## config.mk

```make
export PLATFORM = sky130hd
export DESIGN_NAME = quad_decoder
export DESIGN_NICKNAME = d
export VERILOG_FILES = /design/src/rtl/quad_pkg.sv /design/src/rtl/quad_filter.sv /design/src/rtl/quad_decoder.sv
export SDC_FILE = /design/constraint.sdc
export NUM_CORES = 1
export LEC_CHECK = 0
export ABC_AREA = 1
export BUFFER_PORTS_ARGS = -buffer_cell sky130_fd_sc_hd__buf_2
export CAP_MARGIN = 20
export CORE_MARGIN = 2
export CORE_UTILIZATION = 55
export CTS_CLUSTER_SIZE = 10
export DETAILED_ROUTE_END_ITERATION = 6
export MAX_ROUTING_LAYER = met4
export PLACE_DENSITY = 0.76
export SLEW_MARGIN = 20
export SYNTH_ARGS = -nofsm -noshare
export SYNTH_HDL_FRONTEND = slang
export SYNTH_HIERARCHICAL = 1
export SYNTH_SLANG_ARGS = --single-unit
```

## constraint.sdc

```tcl
create_clock -name clk -period 4 [get_ports clk]
set_clock_uncertainty 0.15 [all_clocks]
set_input_delay 0.2 -clock clk [delete_from_list [all_inputs] [get_ports clk]]
set_output_delay 0.2 -clock clk [all_outputs]
set_load 0.05 [all_outputs]
```

## src/rtl/quad_pkg.sv

```systemverilog
// rtl/quad_pkg.sv - Gray-code state and direction constants for the quadrature decoder
package quad_pkg;

    localparam logic [1:0] Q00 = 2'b00;
    localparam logic [1:0] Q01 = 2'b01;
    localparam logic [1:0] Q11 = 2'b11;
    localparam logic [1:0] Q10 = 2'b10;

    localparam logic DIR_FWD = 1'b0;
    localparam logic DIR_REV = 1'b1;

    function automatic logic [1:0] next_fwd(input logic [1:0] state);
        logic [1:0] nxt;
        case (state)
            Q00:     nxt = Q01;
            Q01:     nxt = Q11;
            Q11:     nxt = Q10;
            default: nxt = Q00;
        endcase
        return nxt;
    endfunction

endpackage

```

## src/rtl/quad_filter.sv

```systemverilog
// rtl/quad_filter.sv - AB synchronizer and glitch filter producing an accept strobe
module quad_filter #(
    parameter int SYNC_STAGES = 2,
    parameter int FILT_LEN    = 4
) (
    input  logic       clk,
    input  logic       rst_n_a,
    input  logic [1:0] ab_in,
    output logic [1:0] acc,
    output logic [1:0] cand,
    output logic       accept
);
    import quad_pkg::*;

    localparam int STAB_W = (FILT_LEN > 1) ? $clog2(FILT_LEN) : 1;
    localparam logic [STAB_W-1:0] STAB_MAX = STAB_W'(FILT_LEN - 1);

    logic [SYNC_STAGES-1:0][1:0] sync_q, sync_d;
    logic [1:0]                  cand_q, cand_d;
    logic [1:0]                  acc_q, acc_d;
    logic [STAB_W-1:0]           stab_q, stab_d;
    logic [1:0]                  s_ab;
    logic                        accept_c;

    assign s_ab = sync_q[SYNC_STAGES-1];

    always_comb begin
        sync_d[0] = ab_in;
        for (int i = 1; i < SYNC_STAGES; i++) begin
            sync_d[i] = sync_q[i-1];
        end
    end

    // Accept is combinational so acc and the decoder outputs land on the same edge.
    assign accept_c = (s_ab == cand_q) && (stab_q == STAB_MAX) && (cand_q != acc_q);

    always_comb begin
        cand_d = cand_q;
        stab_d = stab_q;
        acc_d  = acc_q;
        if (s_ab != cand_q) begin
            cand_d = s_ab;
            stab_d = '0;
        end else if (stab_q < STAB_MAX) begin
            stab_d = stab_q + STAB_W'(1);
        end
        if (accept_c) begin
            acc_d = cand_q;
        end
    end

    always_ff @(posedge clk or negedge rst_n_a) begin
        if (!rst_n_a) begin
            sync_q <= '0;
            cand_q <= Q00;
            acc_q  <= Q00;
            stab_q <= '0;
        end else begin
            sync_q <= sync_d;
            cand_q <= cand_d;
            acc_q  <= acc_d;
            stab_q <= stab_d;
        end
    end

    assign acc    = acc_q;
    assign cand   = cand_q;
    assign accept = accept_c;

endmodule

```

## src/rtl/quad_decoder.sv

```systemverilog
// rtl/quad_decoder.sv - Quadrature decoder with step/dir pulses, wrapping position and sticky error
module quad_decoder #(
    parameter int POS_MAX     = 256,
    parameter int SYNC_STAGES = 2,
    parameter int FILT_LEN    = 4
) (
    input  logic                       clk,
    input  logic                       rst_n_a,
    input  logic                       quad_a,
    input  logic                       quad_b,
    input  logic                       en,
    input  logic                       clr,
    input  logic                       err_clr,
    output logic                       step,
    output logic                       dir,
    output logic [$clog2(POS_MAX)-1:0] position,
    output logic                       err
);
    import quad_pkg::*;

    localparam int POS_W = $clog2(POS_MAX);
    localparam logic [POS_W-1:0] POS_LAST = POS_W'(POS_MAX - 1);

    logic [1:0]       acc, cand;
    logic             accept;
    logic             primed_q, primed_d;
    logic             step_q, step_d;
    logic             dir_q, dir_d;
    logic             err_q, err_d;
    logic [POS_W-1:0] pos_q, pos_d;
    logic             is_fwd, is_rev;

    quad_filter #(
        .SYNC_STAGES (SYNC_STAGES),
        .FILT_LEN    (FILT_LEN)
    ) u_filter (
        .clk     (clk),
        .rst_n_a (rst_n_a),
        .ab_in   ({quad_a, quad_b}),
        .acc     (acc),
        .cand    (cand),
        .accept  (accept)
    );

    assign is_fwd = (next_fwd(acc) == cand);
    assign is_rev = (next_fwd(cand) == acc);

    always_comb begin
        primed_d = primed_q;
        step_d   = 1'b0;
        dir_d    = dir_q;
        err_d    = err_q;
        pos_d    = pos_q;
        if (err_clr) begin
            err_d = 1'b0;
        end
        if (accept) begin
            if (!primed_q) begin
                primed_d = 1'b1;
            end else if (is_fwd) begin
                step_d = 1'b1;
                dir_d  = DIR_FWD;
                if (en) begin
                    pos_d = (pos_q == POS_LAST) ? '0 : pos_q + POS_W'(1);
                end
            end else if (is_rev) begin
                step_d = 1'b1;
                dir_d  = DIR_REV;
                if (en) begin
                    pos_d = (pos_q == '0) ? POS_LAST : pos_q - POS_W'(1);
                end
            end else begin
                // Both bits flipped: direction is unknowable, so flag it and skip the step.
                err_d = 1'b1;
            end
        end
        if (clr) begin
            pos_d = '0;
        end
    end

    always_ff @(posedge clk or negedge rst_n_a) begin
        if (!rst_n_a) begin
            primed_q <= 1'b0;
            step_q   <= 1'b0;
            dir_q    <= DIR_FWD;
            err_q    <= 1'b0;
            pos_q    <= '0;
        end else begin
            primed_q <= primed_d;
            step_q   <= step_d;
            dir_q    <= dir_d;
            err_q    <= err_d;
            pos_q    <= pos_d;
        end
    end

    assign step     = step_q;
    assign dir      = dir_q;
    assign err      = err_q;
    assign position = pos_q;

endmodule

```

* After elaboration in Yosys (flattened, before gate mapping)
Cells that the tools add are included.
** Storage, ports and cells
- Register bits after elaboration :: 22
- Bits of input ports :: 7
- Output and inout port bits :: 11
- Word-level logic and storage cells :: 63
** Operators by class
- Add/sub/neg operators :: 3
- Order comparisons :: 1
- Equal/unequal tests :: 13
- Muxes and demuxes :: 24
- Reductions and logical operators :: 12
** Operators with widths (count)
- 8-bit two-way mux :: 9
- 2-bit one-hot mux with 3 select lines :: 2
- 1-bit two-way mux :: 11
- 8-bit by 1-bit adder with 8-bit output, second input constant :: 1
- 8-bit equality test, second input constant :: 1
- 8-bit logical NOT :: 1
- 2-bit nonzero test :: 4
- 8-bit by 1-bit subtractor with 8-bit output, second input constant :: 1
- 2-bit equality test :: 3
- 2-bit equality test, second input constant :: 3
- 3-bit != test, second input constant :: 2
- 5-bit AND reduction :: 1
- 2-bit by 1-bit equality test with 1-bit output, second input constant :: 2
- 2-bit logical NOT :: 2
- 2-bit two-way mux :: 2
- 2-bit != test :: 2
- 3-bit AND reduction :: 1
- 3-bit nonzero test :: 1
- 2-bit by 1-bit adder with 2-bit output, second input constant :: 1
- 1-bit logical AND :: 2
- 2-bit less-than comparator, second input constant :: 1

* Logic depth before layout (Yosys ltp)
Gate-level depths: netlist of the first run.
- Depth after elaboration :: 8
- Mapped depth :: 11
- Gate-level depth less buffers :: 11

* Hierarchy
Netlist of the first run, hierarchy kept.
** By module, submodules not included
- quad_decoder :: instances 1, cells an instance 154, area each 1084.8 um2, seq. area each 300.3 um2
- quad_filter :: instances 1, cells an instance 35, area each 397.9 um2, seq. area each 250.2 um2

* Worst setup path before layout of the first run
Ideal clock, no wire load.
- Path type :: flip-flop to flip-flop
- Start :: register pos_q[1], in the netlist position[1]
- End :: register pos_q[7], in the netlist position[7]
- Library setup time :: 0.119 ns
- Data arrival time :: 1.546 ns
- Required time :: 3.731 ns
- Slack :: 2.186 ns
- Cell stages (with the launch flop) :: 9
- Buffers on the path :: 0
- Period minus slack after synthesis :: 1.814 ns
- Cells stage by stage :: dfrtp_1 inv_1 ha_1 nand2_1 nor2_4 nor2_4 nand3_1 nand3_1 nand2_1
** On the way
- Cells in the longest elaborated chain, start to end :: 8
- Elaborated cells on any way between the ends :: 13
- Classes of those cells :: 2 x add/sub; 1 x eq/ne; 9 x mux; 1 x reduce/logical
** Ends and longest elaborated chain
- start: declaration :: RTL line quad_decoder.sv:30 : logic [POS_W-1:0] pos_q, pos_d;
- start signal: assignment :: RTL line quad_decoder.sv:94 : pos_q <= pos_d;
- 8-bit by 1-bit subtractor with 8-bit output / 8-bit logical NOT (equally long branches) :: RTL line quad_decoder.sv:70 : pos_d = (pos_q == '0) ? POS_LAST : pos_q - POS_W'(1);
- 8-bit two-way mux :: RTL line quad_decoder.sv:70
- 8-bit two-way mux :: RTL line quad_decoder.sv:69 : if (en) begin
- 8-bit two-way mux :: RTL line quad_decoder.sv:66 : end else if (is_rev) begin
- 8-bit two-way mux (*) :: RTL line quad_decoder.sv:60 : end else if (is_fwd) begin
- 8-bit two-way mux (*) :: RTL line quad_decoder.sv:58 : if (!primed_q) begin
- 8-bit two-way mux (*) :: RTL line quad_decoder.sv:57 : if (accept) begin
- 8-bit two-way mux (*) :: RTL line quad_decoder.sv:77 : if (clr) begin
Mark *: on every way between the ends. The rest lies on a longest branch, timed or not. The select of a mux whose other input is x is not followed.
A chain may end at the register's enable or synchronous reset.

* Final worst setup path of the first run
- Start :: register u_filter.cand_q[0], in the netlist u_filter/cand[0]
- End :: register pos_q[0], in the netlist position[0]
** On the way
- Cells in the longest elaborated chain, start to end :: 5
- Elaborated cells on any way between the ends :: 19
- Classes of those cells :: 8 x eq/ne; 5 x mux; 6 x reduce/logical
** Ends and longest elaborated chain
- start: declaration :: RTL line quad_filter.sv:19 : logic [1:0] cand_q, cand_d;
- start signal: assignment :: RTL line quad_filter.sv:60 : cand_q <= cand_d;
- 2-bit equality test :: RTL line quad_filter.sv:35 : assign accept_c = (s_ab == cand_q) && (stab_q == STAB_MAX) && (cand_q != acc_q);
- 1-bit logical AND :: RTL line quad_filter.sv:35
- 1-bit logical AND (*) :: RTL line quad_filter.sv:35
- net accept :: RTL line quad_decoder.sv:25 : logic accept;
- 2-bit nonzero test (no source line) (*)
- 5-bit AND reduction (no source line) (*)
The timed path passes the listed nets; every way through them passes the cells marked *. The select of a mux whose other input is x is not followed.

==> results of run 1 <==
-- where the power goes --
| part | switching [uW] | total [uW] | internal, uW |
|---|---|---|---|
| combinational | 37.1 | 58.4 | 21.3 |
| clock | 65.1 | 166 | 101 |
| sequential | 8.12 | 238 | 230 |
-- state kept, by name, summed over array words and instances, names as in the netlist --
signal	cells
position	8
u_filter/cand	2
u_filter/sync_d	2
err	1
primed_q	1
step	1
u_filter/s_ab	2
u_filter/acc	2
u_filter/stab_q	2
dir	1
-- metal layers --
layer | track usage, % | wire length [um]
met4 | 8.84 | 68
met5 | - | 0
met2 | 35.0 | 1510
met3 | 2.09 | 202
met1 | 30.5 | 1450
-- worst paths after layout --
kind                                     from                 end  slack, ps  cells after the start
min in group asynchronous             rst_n_a  u_filter/sync_d[3]        230                      2
max in group asynchronous             rst_n_a         position[7]       3150                      2
min                                       clr         position[7]          9                      4
max reg2reg                  u_filter/cand[0]         position[0]       2070                      8
min reg2reg                u_filter/sync_d[3]    u_filter/s_ab[1]        220                      0
max                          u_filter/cand[0]         position[0]       2070                      8
-- area by class of cell --
class                      instances  share of cell area (%)
timing repair buffer              21                    7.57
sequential                        22                    33.3
tap                               30                    2.27
clock buffer                       3                    1.36
clock inverter                     1                    1.82
inverter                          21                    4.77
multi-input combinational        140                    48.9
-- cells in the final DEF, fill, tap and decap left out, drive strengths merged --
cell	count
or2	1
nor2	20
o22ai	1
o21ai	15
nand3	23
xor2	4
dfrtp	22
nand2	63
mux2i	1
ha	4
nand4	4
buf	17
bufinv	1
xnor2	2
clkbuf	3
inv	20
a21oi	1
dlygate4sd3	4
nor3	1
clkinv	1
-- critical path, stage by stage, from the launching register on --
cell	delay [ps]
dfrtp_1	500
xnor2_2	270
nand3_2	120
nor2_1	130
nand2_1	80
inv_1	170
nand3_4	160
nand3_1	120
o21ai_1	100
-- stage by stage --
step                      cells  hold slack [ps]  total power [uW]  utilization (%)  area (sq um)
after floorplan             189             -246               280                -          1480
after global placement      230             23.2               295             61.9          1560
after detailed placement    230             33.3               297             61.9          1560
after CTS                   238             10.3               464             65.5          1650
after global routing        238             21.3               483             65.5          1650
final                       238             8.94               462             65.5          1650
-- cell families (layout without fill, tap and decap cells) --
family                   after synthesis  after routing  share of synthesized area, %
XOR/XNOR                               6              6                          4.05
multiplexers                           1              1                         0.675
AND/OR/NAND/NOR                      112            112                          40.1
flip-flops                            22             22                          37.1
adder cells (fa/ha/maj)                4              4                          3.38
buffers and inverters                 27             46                          8.35
AO/OA/AOI/OAI                         17             17                          6.33
-- repair_timing --
item,4_1_cts,5_1_grt
endpoints found under the hold margin,25,0
hold buffers,4,0
setup endpoints to repair,0,0
==> results by group, run 1 <==
Timing
  • Relative slew slack: 68.6%
  • Post-route minimum period: 1930 ps
  • Setup repair after global routing missed its margin: false
  • Minimum setup slack in the final design: 2070 ps
  • Hold violation total from the final report: 0
  • Maximum frequency from static timing analysis: 519 MHz
  • Final Setup Violations: 0
  • Max-slew violations: 0
  • Sum of negative setup slack: 0 ps
  • Transition at the pin with the smallest max-transition slack: 471 ps
  • Period utilisation layout: 48.1%

Drt
  • Number of routed nets with antenna violations: 0
  • Starting DRC count in detailed routing: 38
  • Total detailed-routing wirelength: 3230 um
  • Via count: 1327
  • Detailed-routing iteration count for the pre-antenna-repair pass: 4
  • Avg Vias per Cell: 5.58
  • Routed wire per std cell: 13.6 um
  • Residual DRC count: 0

Yosys
  • Mean area per synthesized cell: 7.84 sq um
  • Cell types with the highest counts after synthesis: nand2_1, dfrtp_1, nand3_1
  • Share of synthesized registers carrying an async set or reset: 100%
  • Yosys top cell by area: dfrtp_1
  • Syn nets: 200
  • Number of instances in the synthesized netlist: 189
  • Number of library cell types mapped by synthesis: 31
  • Yosys Warn Count: 6
  • Flops & latches, synth: 22
  • Area share of the largest cell type after synthesis: 37.1%
  • Sequential fraction of the synthesis area: 37.1%
  • Most used standard cell by instance count after synthesis: nand2_1
  • Synth area leaders: dfrtp_1, nand2_1, nand3_1, inv_1, ha_1
  • Dominant synthesized flop cell: dfrtp_1
  • EDFF count, synth: 0
  • Cell area after technology mapping: 1480 sq um

Die
  • Number of top-level pins: 18
  • Floorplan die area: 3130 sq um
  • Row Count: 18
  • Die Span Y: 55.9 um
  • Area of the core: 2520 sq um
  • Starting Density: 58.8%
  • Width of the die: 55.9 um

Cells and area
  • # nets final: 220
  • Diodes inserted: 0
  • Filler Cells Inserted: 224
  • Sequential standard cell area: 551 sq um
  • Ratio of cells with drive above 1 in the final layout: 25.5%
  • Synthesis-to-layout area growth: 11.5%
  • Area of combinational cells with multiple inputs: 808 sq um

GRT
  • First-pass GRT wire length: 5480 um
  • Overflow left after global routing: 0
  • Vias in the first global route: 1270
  • Largest net degree at the start of global routing: 23
  • Global-route total usage across every layer: 22.5%
  • Initial antenna violation count: 0

Clock network
  • Clk slew on worst S/H paths: 120 ps
  • Maximum count of clock buffers along a single path: 2
  • Clk Latency, worst-skew pair: 300 ps
  • Number of gates given a new drive strength after cts: 0
  • Number of CTS-inserted buffers: 3
  • Sink count of the clock tree: 22
  • TritonCTS clock tree: built
  • CTS Root Cell: clkbuf_4
  • Total number of H-tree levels: 1
  • Total setup buffers inserted after CTS: 0

Place
  • Worst Setup Slack post-DPL: 2170 ps
  • Detail Placement HPWL: 2390 um
  • Routability congestion estimate from global placement: 0.880
  • Input/output buffers: 17

Pwr
  • Pwr per Cell Area: 280 nW/um^2
  • Largest vdd supply drop: 267 uV
  • Static Leakage: 0.000889 uW

Worst setup path
  • Endpoint arrival time on the critical path: 1960 ps
  • Critical Path Sink Type: flip-flop
  • Startpoint class of the critical path: flip-flop
  • Crit Path Category: reg -> reg
  • CP Data Required Time: 4040 ps
  • Critical-path maximum fanout: 9

Min path
  • Worst hold-check path type: in -> reg

Job
  • Max-cap violations: 0

Run status
  • Status: finished clean
Note: power is estimated with default switching activity, not from simulation.
==> inputs of run 2 (changes only) <==
- clock period: 4 -> 1.8 ns (I/O delays scaled with it)
==> results by group, run 2 (synthesis gave the netlist of run 1 again) <==
Run status
  • Status: finished clean

Worst setup path
  • Critical Path Sink Type: flip-flop
  • Ordered list of cells on the worst path: buf_4 > buf_4 > inv_2 > nand2_1 > nand2_4 > nand2_2 > nand2_4 > nand4_4 > o21ai_1
  • Crit Path Category: reg -> reg
  • Delay-heaviest family, CP: simple AND/OR/NAND/NOR gates
  • Worst setup path startpoint: u_filter/cand[1]
  • Critical-path maximum fanout: 7
  • Endpoint arrival time on the critical path: 1800 ps
  • CP Data Required Time: 1870 ps
  • Slowest cell on the critical path: dfrtp_2
  • Number of buffer and inverter instances along the worst setup path: 3
  • Startpoint class of the critical path: flip-flop
  • Longest individual stage delay on the worst path: 450 ps
  • Launch instance of the worst register-to-register path: u_filter/cand[1]

Die
  • Area of the core: 2520 sq um
  • Starting Density: 58.8%
  • Floorplan die area: 3130 sq um
  • Row Count: 18
  • Width of the die: 55.9 um
  • Die Span Y: 55.9 um
  • Number of top-level pins: 18

Clock network
  • Clk slew on worst S/H paths: 110 ps
  • Clk Latency, worst-skew pair: 290 ps
  • CTS Root Cell: clkbuf_4
  • TritonCTS clock tree: built
  • Total number of H-tree levels: 1
  • Number of CTS-inserted buffers: 3
  • Maximum count of clock buffers along a single path: 2
  • Sink count of the clock tree: 22

GRT
  • Largest net degree at the start of global routing: 23
  • First-pass GRT wire length: 5040 um
  • Global-route total usage across every layer: 21.1%
  • Vias in the first global route: 1123
  • Overflow left after global routing: 0
  • Initial antenna violation count: 0

Drt
  • Avg Vias per Cell: 5.26
  • Via count: 1294
  • Number of routed nets with antenna violations: 0
  • Total detailed-routing wirelength: 3180 um
  • Detailed-routing iteration count for the pre-antenna-repair pass: 4
  • Residual DRC count: 0
  • Routed wire per std cell: 12.9 um
  • Starting DRC count in detailed routing: 43

Pwr
  • Largest vdd supply drop: 642 uV
  • Static Leakage: 0.000914 uW
  • Pwr per Cell Area: 517 nW/um^2

Cells and area
  • Non-Filler Instances: 246
  • Commonest cells after routing, fill and taps aside: nand2_1, nand3_1, dfrtp_1
  • Diodes inserted: 0
  • Non-Filler Cell Area, Final: 1730 sq um
  • # nets final: 228
  • Most common library cell in the layout ignoring fill and taps: nand2_1
  • Max reg flops: 8
  • Fin util: 68.5%
  • Ratio of cells with drive above 1 in the final layout: 32.4%
  • Synthesis-to-layout area growth: 16.5%

Place
  • Worst Setup Slack post-DPL: -0.695 ps
  • Post-DP Area: 1580 sq um
  • Post-Place Cells: 233
  • Input/output buffers: 17
  • Detail Placement HPWL: 2340 um
  • Routability congestion estimate from global placement: 0.871

Job
  • Max-cap violations: 0

Timing
  • Maximum frequency from static timing analysis: 579 MHz
  • Period utilisation layout: 96.0%
  • Transition at the pin with the smallest max-transition slack: 464 ps
  • Final Setup Violations: 0
  • Post-route minimum period: 1730 ps
  • Minimum setup slack in the final design: 72.0 ps
  • Max-slew violations: 0
  • Relative slew slack: 69.1%
  • Hold violation total from the final report: 0

Min path
  • Worst hold-check path type: in -> async
## run 2: cell count changes in the layout (fill, tap and decap cells not counted), moves of 2 or more
cell           change
nand2_2            +2
dfrtp_2            +3
o21ai_1            -5
o21ai_2            +5
dfrtp_1            -3
buf_4              +5
nand2_1            -2
dlygate4sd3_1      +2
## run 2: metrics by stage
stage | setup TNS, ps | power [uW] | hold slack [ps]
after floorplan | 0 | 623 | -356
after global placement | 0 | 661 | -87.2
after detailed placement | -0.695 | 665 | -78.3
after CTS | 0 | 888 | 123
after global routing | -26.1 | 942 | 146
final | 0 | 893 | 110
## run 2: worst paths after layout
path                                    endpoint  slack, ps  cells after the start
worst min register to register  u_filter/s_ab[0]        210                      0
worst max register to register       position[4]         70                      9
max in group asynchronous       u_filter/cand[0]       1050                      2
worst min-delay path                 position[2]        110                      2
min in group clk                u_filter/s_ab[0]        210                      0
worst max-delay path                 position[4]         70                      9
## run 2: power breakdown
group | leakage (uW) | internal, uW | switching (uW)
Clock | 0.0000150 | 86.2 | 130
Sequential | 0.000288 | 511 | 15.9
Combinational | 0.000611 | 56.8 | 92.9
## run 2: metal layers
layer / up-vias / track usage, % / part of all wire (%)
met5: - / - / 0
met4: 0 / 7.14 / 1.7
met3: 6 / 2.09 / 3.7
met2: 40 / 32.3 / 49
met1: 589 / 29.5 / 45
li1: 659 / - / -
## run 2: repair_timing
action,4_1_cts,5_1_grt
hold buffers,6,0
cloned,0,1
endpoints found under the setup margin,8,9
resized for setup,1,11
setup buffers,0,2
pin swaps,0,7
endpoints found under the hold margin,27,0
## run 2: area by class of cell
cell class	count	area (sq um)
Multi-Input combinational cell	141	845
Fill cell	204	796
Sequential cell	22	554
Timing Repair Buffer	28	183
Inverter	21	81.3
Tap cell	30	37.5
Clock buffer	4	26.3
## run 2: worst register-to-register path: stages (launching register included)
cell and delay [ps]:
dfrtp_2 450, buf_4 140, buf_4 130, inv_2 50
nand2_1 70, nand2_4 110, nand2_2 70, nand2_4 120
nand4_4 190, o21ai_1 180
==> inputs of run 3 (changes only) <==
- BUFFER_PORTS_ARGS: -buffer_cell sky130_fd_sc_hd__buf_2 -> default
- DONT_BUFFER_PORTS: default -> 1
- PLACE_DENSITY: 0.76 -> 0.7
==> results by group, run 3 (synthesis gave the netlist of run 1 again) <==
Timing
  • Minimum setup slack in the final design: 81.3 ps
  • Hold violation total from the final report: 0
  • Relative slew slack: 68.0%
  • Post-Route Hold Slack: 128 ps
  • Sum of negative setup slack: 0 ps
  • Transition at the pin with the smallest max-transition slack: 481 ps
  • Post-route minimum period: 1720 ps
  • Max-slew violations: 0
  • Maximum frequency from static timing analysis: 582 MHz
  • Period utilisation layout: 95.5%
  • Final Setup Violations: 0

Die
  • Area of the core: 2520 sq um
  • Width of the die: 55.9 um
  • Starting Density: 58.8%
  • Number of top-level pins: 18
  • Floorplan die area: 3130 sq um
  • Die Span Y: 55.9 um
  • Row Count: 18

Cells and area
  • Diodes inserted: 0
  • # nets final: 225
  • Commonest cells after routing, fill and taps aside: nand2_1, dfrtp_1, nand3_1
  • Non-Filler Cell Area, Final: 1860 sq um
  • Most common library cell in the layout ignoring fill and taps: nand2_1
  • Synthesis-to-layout area growth: 25.1%
  • Filler Cells Inserted: 182
  • Ratio of cells with drive above 1 in the final layout: 35.2%
  • Max reg flops: 8

GRT
  • Overflow left after global routing: 0
  • Global-route total usage across every layer: 23.3%
  • Initial antenna violation count: 0
  • Largest net degree at the start of global routing: 23
  • First-pass GRT wire length: 5650 um
  • Vias in the first global route: 1227

Drt
  • Number of routed nets with antenna violations: 0
  • Total detailed-routing wirelength: 3500 um
  • Residual DRC count: 0
  • Avg Vias per Cell: 5.61
  • Starting DRC count in detailed routing: 58
  • Detailed-routing iteration count for the pre-antenna-repair pass: 4
  • Via count: 1364
  • Routed wire per std cell: 14.4 um

Clock network
  • Maximum count of clock buffers along a single path: 2
  • Sink count of the clock tree: 22
  • Clk slew on worst S/H paths: 120 ps
  • CTS Root Cell: clkbuf_4
  • TritonCTS clock tree: built
  • Number of CTS-inserted buffers: 3
  • Total number of H-tree levels: 1
  • Clk Latency, worst-skew pair: 310 ps

Job
  • Max-cap violations: 0

Worst setup path
  • R2r endpoint: position[1]
  • Crit Path Category: reg -> reg
  • Startpoint class of the critical path: flip-flop
  • Endpoint arrival time on the critical path: 1810 ps
  • Critical-path maximum fanout: 7
  • Critical Path Sink Type: flip-flop
  • Slack of the worst reg-to-reg path: 80 ps
  • Logic depth of the worst register-to-register path: 9
  • CP Data Required Time: 1890 ps
  • Launch instance of the worst register-to-register path: u_filter/s_ab[1]

Pwr
  • Static Leakage: 0.000936 uW
  • Largest vdd supply drop: 912 uV
  • Pwr per Cell Area: 590 nW/um^2

Min path
  • Worst hold-check path type: in -> async

Place
  • Routability congestion estimate from global placement: 0.900
  • Worst Setup Slack post-DPL: 13.5 ps
  • Input/output buffers: 0
  • Detail Placement HPWL: 2450 um
  • Post-DP Area: 1570 sq um

Run status
  • Status: finished clean
[run 3: area by class of cell]
| class | count | area, sq um | area share (%) |
|---|---|---|---|
| inverters | 21 | 83.8 | 4.52 |
| well taps | 30 | 37.5 | 2.02 |
| multi-input cells | 141 | 911 | 49.1 |
| clock buffers | 3 | 22.5 | 1.21 |
| clock inverters | 1 | 30.0 | 1.62 |
| repair buffers | 25 | 216 | 11.7 |
| flip-flops and latches | 22 | 554 | 29.9 |
[run 3: how the worst max path moves through the flow]
stage / from / endpoint / slack (ps)
after detailed placement: u_filter/cand[1] / position[0] / 10
after global placement: u_filter/cand[0] / position[7] / 100
final: u_filter/s_ab[1] / position[1] / 80
after global routing: u_filter/cand[0] / position[1] / -20
after CTS: u_filter/s_ab[1] / position[7] / 2
after floorplan: position[0] / position[7] / 10
[run 3: critical path: stages (launching register included)]
cell and delay, ps:
dfrtp_1 460, inv_1 100, nand2_1 70, nand2_2 100
nand3_4 90, nor2_4 120, nand2_2 80, inv_4 100
nand4_4 190, o21ai_2 180
[run 3: power by group]
part	internal [uW]	leakage (uW)	switching (uW)
combinational	81.0	0.000619	110
sequential	511	0.000288	16.4
clock	225	0.0000279	151
total	817	0.000936	277
[run 3: timing repair]
action                                  CTS  global route
hold buffers                              5             2
buffers inserted                          0             6
pin swaps                                 1            19
gates cloned                              0             1
endpoints found under the setup margin    6             9
gates resized for setup                   1            26
endpoints found under the hold margin    33            30
[run 3: routing by layer]
layer	track usage, %	vias up	wire length [um]
met1	33.3	635	1560
met4	6.12	0	52
met2	33.8	66	1610
met3	4.88	6	272
met5	-	-	0
li1	-	657	-
[run 3: metrics by stage]
step | power (uW) | utilization (%) | cells
2_1_floorplan | 623 | - | 189
3_3_place_gp | 646 | 62.4 | 226
3_5_place_dp | 651 | 62.4 | 226
4_1_cts | 1040 | 66.5 | 235
5_1_grt | 1140 | 73.6 | 243
6_report | 1090 | 73.6 | 243
